**config.mk**
```make
export PLATFORM = sky130hd
export DESIGN_NAME = router_fsm
export DESIGN_NICKNAME = d
export VERILOG_FILES = /design/src/rtl/router_fsm.sv
export SDC_FILE = /design/constraint.sdc
export NUM_CORES = 1
export LEC_CHECK = 0
export ABC_CLOCK_PERIOD_IN_PS = 2200
export CAP_MARGIN = 10
export CORE_AREA = 2 2 39 41
export DETAILED_ROUTE_END_ITERATION = 12
export DIE_AREA = 0 0 41 43
export GPL_TIMING_DRIVEN = 0
export MAX_ROUTING_LAYER = met4
export SYNTH_ARGS = -nofsm -noshare
export SYNTH_HDL_FRONTEND = slang
export SYNTH_SLANG_ARGS = --single-unit
```
**constraint.sdc**
```tcl
create_clock -name clock -period 2.2 [get_ports clock]
set_clock_uncertainty 0.15 [all_clocks]
set_input_delay 0.22 -clock clock [delete_from_list [all_inputs] [get_ports clock]]
set_output_delay 0.22 -clock clock [all_outputs]
set_load 0.1 [all_outputs]
```
**src/rtl/router_fsm.sv**
```systemverilog
// Packet router control FSM: tracks header decode, payload load,
// FIFO-full stalls and parity check for one packet at a time.
module router_fsm (
  input  logic       clock,
  input  logic       resetn,
  input  logic       pkt_valid,
  input  logic       fifo_full,
  input  logic [1:0] data_in,
  input  logic       parity_done,
  input  logic       low_pkt_valid,
  input  logic       soft_reset_0,
  input  logic       soft_reset_1,
  input  logic       soft_reset_2,
  output logic       busy,
  output logic       detect_add,
  output logic       lfd_state,
  output logic       ld_state,
  output logic       write_enb_reg,
  output logic       full_state,
  output logic       laf_state,
  output logic       rst_int_reg
);

  typedef enum logic [2:0] {
    DA  = 3'd0,
    LFD = 3'd1,
    LD  = 3'd2,
    LP  = 3'd3,
    FFS = 3'd4,
    LAF = 3'd5,
    CPE = 3'd6
  } state_t;

  state_t     state;
  state_t     nxt;
  logic [1:0] addr;
  logic       soft_hit;
  logic       take_hdr;

  assign take_hdr = (state == DA) && pkt_valid && (data_in != 2'd3);

  // only the FIFO owning the active packet may abort it
  always_comb begin
    soft_hit = 1'b0;
    unique case (addr)
      2'd0:    soft_hit = soft_reset_0;
      2'd1:    soft_hit = soft_reset_1;
      2'd2:    soft_hit = soft_reset_2;
      default: soft_hit = 1'b0;
    endcase
  end

  always_ff @(posedge clock) begin
    if (resetn) begin
      state <= DA;
      addr  <= 2'd0;
    end else begin
      state <= nxt;
      if (take_hdr)
        addr <= data_in;
    end
  end

  always_comb begin
    nxt = state;
    if (state != DA && soft_hit) begin
      nxt = DA;
    end else begin
      unique case (state)
        DA:      nxt = take_hdr ? LFD : DA;
        LFD:     nxt = LD;
        LD: begin
          if (fifo_full)
            nxt = FFS;
          else if (!pkt_valid)
            nxt = LP;
          else
            nxt = LD;
        end
        FFS:     nxt = fifo_full ? FFS : LAF;
        LAF: begin
          if (parity_done)
            nxt = DA;
          else if (low_pkt_valid)
            nxt = LP;
          else
            nxt = LD;
        end
        LP:      nxt = CPE;
        CPE:     nxt = fifo_full ? FFS : DA;
        default: nxt = DA;
      endcase
    end
  end

  always_comb begin
    detect_add    = (state == DA);
    lfd_state     = (state == LFD);
    ld_state      = (state == LD);
    full_state    = (state == FFS);
    laf_state     = (state == LAF);
    rst_int_reg   = (state == CPE);
    write_enb_reg = (state == LD) || (state == LP) || (state == LAF);
    busy          = (state == LFD) || (state == LP) || (state == FFS)
                 || (state == LAF) || (state == CPE);
  end

endmodule

```
==> results.toml, run 1 <==
[status]
status = "finished clean"

[power]
p_sw_uw = 217.1
power.density_nw_per_um2 = 779.2
power.internal_uw = 241.1
pwr-share-comb_pct = 53.9
p_clk_share_pct = 22.5
p_leak_uw = 0.0002540
peakVddDrop_mv = 0.3530
swShare_pct = 47.38
seqPwrFrac_pct = 23.6
power_uw = 458.2

[placed_design]
placement.io_buffers = 18
place_congestion = 0.7166
hpwl_um = 648.6
place_area_um2 = 561.8
post-place-cells = 78

[finish]
most-common-layout-cells = "10 x clkdlybuf4s50_1, 8 x nor2_1, 5 x dfxtp_1, 4 x clkdlybuf4s15_2"
drive_above_1_share_pct = 27.27
finalNetCount = 78
syn2layout_area_growth_pct = 74.07
final_cell_area_um2 = 588.1
antenna_cells = 0
fillerInstances = 161
layout_commonest_cell = "clkdlybuf4s50_1"
fin_cells = 82

[timing]
fmax_ghz = 0.4701
maxSlewViolCount = 0
period_share_pct = 96.69
worstMarginPinSlew_ps = 953.0
final-hold-violation-count = 0
slew_headroom_pct = 36.72
fin_crit_ps = 2127
whs_ps = 389.1
grt_setup_unrepaired = "false"
setup_violations = 0

[grt]
grt_usage_pct = 11.87
use_met3_pct = 4.712
grt_start_max_net_pins = 11
grt.busiest_layer = "met2"
grt_pass1_wl_um = 1428
use_met2_pct = 18.13
grt_overflow = 0
use_met1_pct = 13.64
grt_pass1_vias = 353
antenna_found_initial = 0

[yosys]
yosysWarningCount = 0
synth_seq_cells = 5
yosysUniqueCellTypes = 23
postSynthCellCount = 44
yosysSeqAreaShare_pct = 29.63
syn-cell-area_um2 = 337.8
synth_area_per_cell_um2 = 7.678
syn_nets = 55

[clock_network]
cts_root_buffer = "clkbuf_4"
cts_resized = 22
cts_buffers = 3
clkTransAtPathRegs_ps = 40
hold_buffers = 0
post_cts.repair.setup_buffers = 0
htreeDepth = 1
cts_max_path_buffers = 2
clock_latency_ps = 240
cts_tree = "built"
cts.sinks = 5

[worst_setup_path]
path_class = "flop to primary output"
end_kind = "primary output"
cp_num_buf_inv = 2
crit_slowest_cell = "dlygate4sd2_1"
r2r-start = "state[0]$_SDFF_PP0_"
required_ps = 1830
cp.arrival_ps = 1760
cp_max_fo = 9
path_cells = "buf_6, nor3_4, dlygate4sd2_1"
start_kind = "flop"
worst_path_largest_cell_delay_ps = 880
cp-startpoint = "state[0]$_SDFF_PP0_"
critPathTopFamily = "buffers and inverters"

[drt]
dr.pass1.iters = 4
totalWireLength_um = 822
ant_nets = 0
num_vias = 373
first_iter_violations = 3
drc_errors = 0
detail_route.wl_per_cell_um = 10.02
viasPerCell = 4.549

[die]
ioPinCount = 19
placeableCoreArea_um2 = 1384
start_util_pct = 24.41
die_h_um = 43
row_count = 14
die_area_um2 = 1763
die_w_um = 41

[flow_run]
drv_cap = 0

[worst_hold_path]
min-delay-start = "addr[0]$_SDFFE_PP0P_"
hold_path_class = "flop to flop"
[flip-flops by register name, indices dropped and copies added (netlist names)]
name and cells:
state 3, addr 2
[stage by stage]
stage	TNS [ps]	utilization, %	setup slack [ps]
after global routing	0	42.50	6.090
after global placement	-1610	40.60	-384.9
final	0	42.50	72.93
after CTS	0	42.86	17.22
after detailed placement	-1568	40.60	-379.2
after floorplan	-680.6	-	-317.9
[power by group through the flow]
| stage | clock [µW] | sequential, µW | combinational (µW) |
|---|---|---|---|
| 2_1_floorplan | 0 | 109 | 194 |
| 3_3_place_gp | 0 | 110 | 255 |
| 3_5_place_dp | 0 | 110 | 254 |
| 4_1_cts | 110 | 108 | 249 |
| 5_1_grt | 117 | 109 | 262 |
| 6_report | 103 | 108 | 247 |
[cell families (layout without fill, tap and decap cells)]
logic type,Yosys count,in the layout,synth area share (%)
AO/OA/AOI/OAI,9,9,16.67
buffers and inverters,4,26,7.033
flip-flops,5,5,29.63
multiplexers,3,3,8.889
AND/OR/NAND/NOR,23,23,37.78
[synth_stat cells]
master    count  area share [%]
a21o_1        1             2.2
a21oi_1       2             3.0
a22oi_1       1             2.2
and2_1        1             1.9
buf_2         1             1.5
buf_6         1             3.3
clkbuf_1      1             1.1
dfxtp_1       5              30
inv_1         1             1.1
mux2i_1       3             8.9
nand2_1       2             2.2
nand2_4       1             3.3
nand2b_1      2             3.7
nand3_1       2             3.0
nor2_1        9              10
nor2b_1       1             1.9
nor3_1        1             1.5
nor3_2        1             3.0
nor3b_1       2             4.4
o21a_1        1             2.2
o21ai_0       3             4.4
o311ai_1      1             2.6
or4b_1        1             3.0
[cell type report]
type                            instances  area (µm²)  share of cell area (%)
Sequential cell                         5       100.1                   17.02
Tap cell                               16       20.02                   3.404
Inverter                                1       3.754                  0.6383
Clock buffer                            4       26.28                   4.468
Timing Repair Buffer                   18       178.9                   30.43
Buffer                                  3       21.27                   3.617
Multi-Input combinational cell         35       237.7                   40.43
[path summary, 6_finish.rpt]
path | endpoint | slack [ps] | depth (start not counted)
max | detect_add | 70 | 3
min | addr[0]$_SDFFE_PP0P_ | 390 | 2
max reg2reg | state[0]$_SDFF_PP0_ | 700 | 5
min reg2reg | addr[0]$_SDFFE_PP0P_ | 390 | 2
[routing by layer]
| metal | vias up | share of wire (%) |
|---|---|---|
| met5 | - | 0 |
| met4 | 0 | 0 |
| met3 | 0 | 6.0 |
| met2 | 11 | 48 |
| met1 | 166 | 45 |
| li1 | 196 | - |
[worst reg2reg max path, delay by kind of cell, from the launching register on]
kind / cells / cell delay (ps)
and+or+nand+nor: 3 / 750
DFF: 1 / 320
AOI/OAI and AO/OA: 1 / 100
buffers and inverters: 1 / 150
(Power assumes the default switching activity.)
==> run 2, diff against run 1 <==
--- a/config.mk
+++ b/config.mk
@@ -8,6 +8,7 @@
 export ABC_CLOCK_PERIOD_IN_PS = 2200
 export CAP_MARGIN = 10
 export CORE_AREA = 2 2 39 41
+export CTS_BUF_LIST = sky130_fd_sc_hd__clkbuf_4 sky130_fd_sc_hd__clkbuf_8 sky130_fd_sc_hd__clkbuf_16
 export DETAILED_ROUTE_END_ITERATION = 12
 export DIE_AREA = 0 0 41 43
 export GPL_TIMING_DRIVEN = 0
==> run 2 against run 1 <==
Net effect: sequential share of layout area fell by 0.11 points; clock power rose by 13%; sequential power barely moved; total power rose by 2.9%; global-route usage did not move; core utilization rose by 0.27 points; via count did not move; first-iteration DRC count did not move; worst setup slack barely moved; hold slack barely moved; clock-buffer cell count did not move; critical path depth did not move.
==> results.toml, run 2 (synthesized netlist as in run 1, its figures left out) <==
[status]
status = "finished clean"

[placed_design]
place_ws_ps = -379.2
place_congestion = 0.7166
hpwl_um = 648.6
post-place-cells = 78
placement.io_buffers = 18

[power]
p_leak_uw = 0.0002574
seqPwrFrac_pct = 23.0
swShare_pct = 46.22
peakVddDrop_mv = 0.3572
pwr-share-comb_pct = 52.4
power.internal_uw = 253.5
p_clk_share_pct = 24.6
power.density_nw_per_um2 = 796.3
p_sw_uw = 217.8

[drt]
totalWireLength_um = 828
viasPerCell = 4.549
num_vias = 373
ant_nets = 0
detail_route.wl_per_cell_um = 10.10
drc_errors = 0
dr.pass1.iters = 4
first_iter_violations = 3

[clock_network]
cts_max_path_buffers = 2
cts_root_buffer = "clkbuf_4"
clkTransAtPathRegs_ps = 40
clock_latency_ps = 240
cts_buffers = 3
hold_buffers = 0
cts_tree = "built"
htreeDepth = 1
post_cts.repair.setup_buffers = 0
cts.sinks = 5

[finish]
syn2layout_area_growth_pct = 75.19
largest_register_ffs = 3
regMostFlops = "state"
finalNetCount = 78
most-common-layout-cells = "10 x clkdlybuf4s50_1, 8 x nor2_1, 5 x dfxtp_1, 4 x clkbuf_4, 4 x clkdlybuf4s15_2"
fin_cells = 82
drive_above_1_share_pct = 28.79
layout_commonest_cell = "clkdlybuf4s50_1"
antenna_cells = 0
top_regs = "state (3), addr (2)"

[die]
die_w_um = 41
placeableCoreArea_um2 = 1384
row_count = 14
start_util_pct = 24.41
ioPinCount = 19
die_area_um2 = 1763
die_h_um = 43

[timing]
maxSlewViolCount = 0
setup_violations = 0
setup_ws_ps = 72.91
tns_ps = 0
slew_headroom_pct = 36.72
worstMarginPinSlew_ps = 953.0
grt_setup_unrepaired = "false"
final-hold-violation-count = 0
fin_crit_ps = 2127
period_share_pct = 96.69
fmax_ghz = 0.4701

[worst_setup_path]
cp.arrival_ps = 1760
required_ps = 1830
start_kind = "flop"
path_class = "flop to primary output"
end_kind = "primary output"
r2r_slack_ps = 700
cp_max_fo = 9

[grt]
grt_overflow = 0
antenna_found_initial = 0
grt_usage_pct = 11.87
grt_pass1_wl_um = 1428
grt_start_max_net_pins = 11
grt_pass1_vias = 353

[worst_hold_path]
hold_path_class = "flop to flop"

[flow_run]
drv_cap = 0
-- run 2: cell counts in the layout (fill, tap and decap cells not counted) --
No cell type changed its count.
-- run 2: cell type report --
type,count,area (µm²)
multi-input combinational,35,237.7
sequential,5,100.1
buffer,3,21.27
fill,159,792.0
inverter,1,3.754
timing repair buffer,18,178.9
clock buffer,4,30.03
tap,16,20.02
-- run 2: worst paths after layout --
kind,startpoint,endpoint,cells past startpoint
worst min-delay path,addr[0]$_SDFFE_PP0P_,addr[0]$_SDFFE_PP0P_,2
worst max register to register,state[0]$_SDFF_PP0_,state[0]$_SDFF_PP0_,5
worst max-delay path,state[0]$_SDFF_PP0_,detect_add,3
worst min register to register,addr[0]$_SDFFE_PP0P_,addr[0]$_SDFFE_PP0P_,2
-- run 2: metal layers --
layer,vias up,share of wire (%),GRT usage (%)
met4,0,0,4.000
met3,0,5.9,4.712
met5,-,0,-
met2,11,48,18.13
li1,196,-,-
met1,166,46,13.64
-- run 2: worst max-delay path, cell delays in order, from the launching register on --
cell and delay, ps:
dfxtp_1 300, buf_6 140, nor3_4 200, dlygate4sd2_1 880
-- run 2: power groups by stage --
stage / sequential [µW] / combinational, µW / clock (µW)
after global placement: 110 / 255 / 0
final: 108 / 247 / 116
after detailed placement: 110 / 254 / 0
after global routing: 109 / 262 / 129
after floorplan: 109 / 194 / 0
after CTS: 108 / 249 / 122
-- run 2: stage by stage --
step | total power [µW] | area, µm² | util, % | hold WS [ps]
CTS | 479.2 | 596.8 | 43.13 | 396.0
floorplan | 302.3 | 361.6 | - | 142.4
detailed placement | 363.9 | 561.8 | 40.60 | 386.3
global placement | 364.5 | 561.8 | 40.60 | 377.2
global route | 500.3 | 591.8 | 42.77 | 421.4
finish | 471.3 | 591.8 | 42.77 | 389.3
-- run 2: what timing repair did --
item | in CTS | in global routing
pin swaps | 0 | 0
cloned | 0 | 0
setup endpoints to repair | 8 | 2
gates resized for setup | 22 | 3
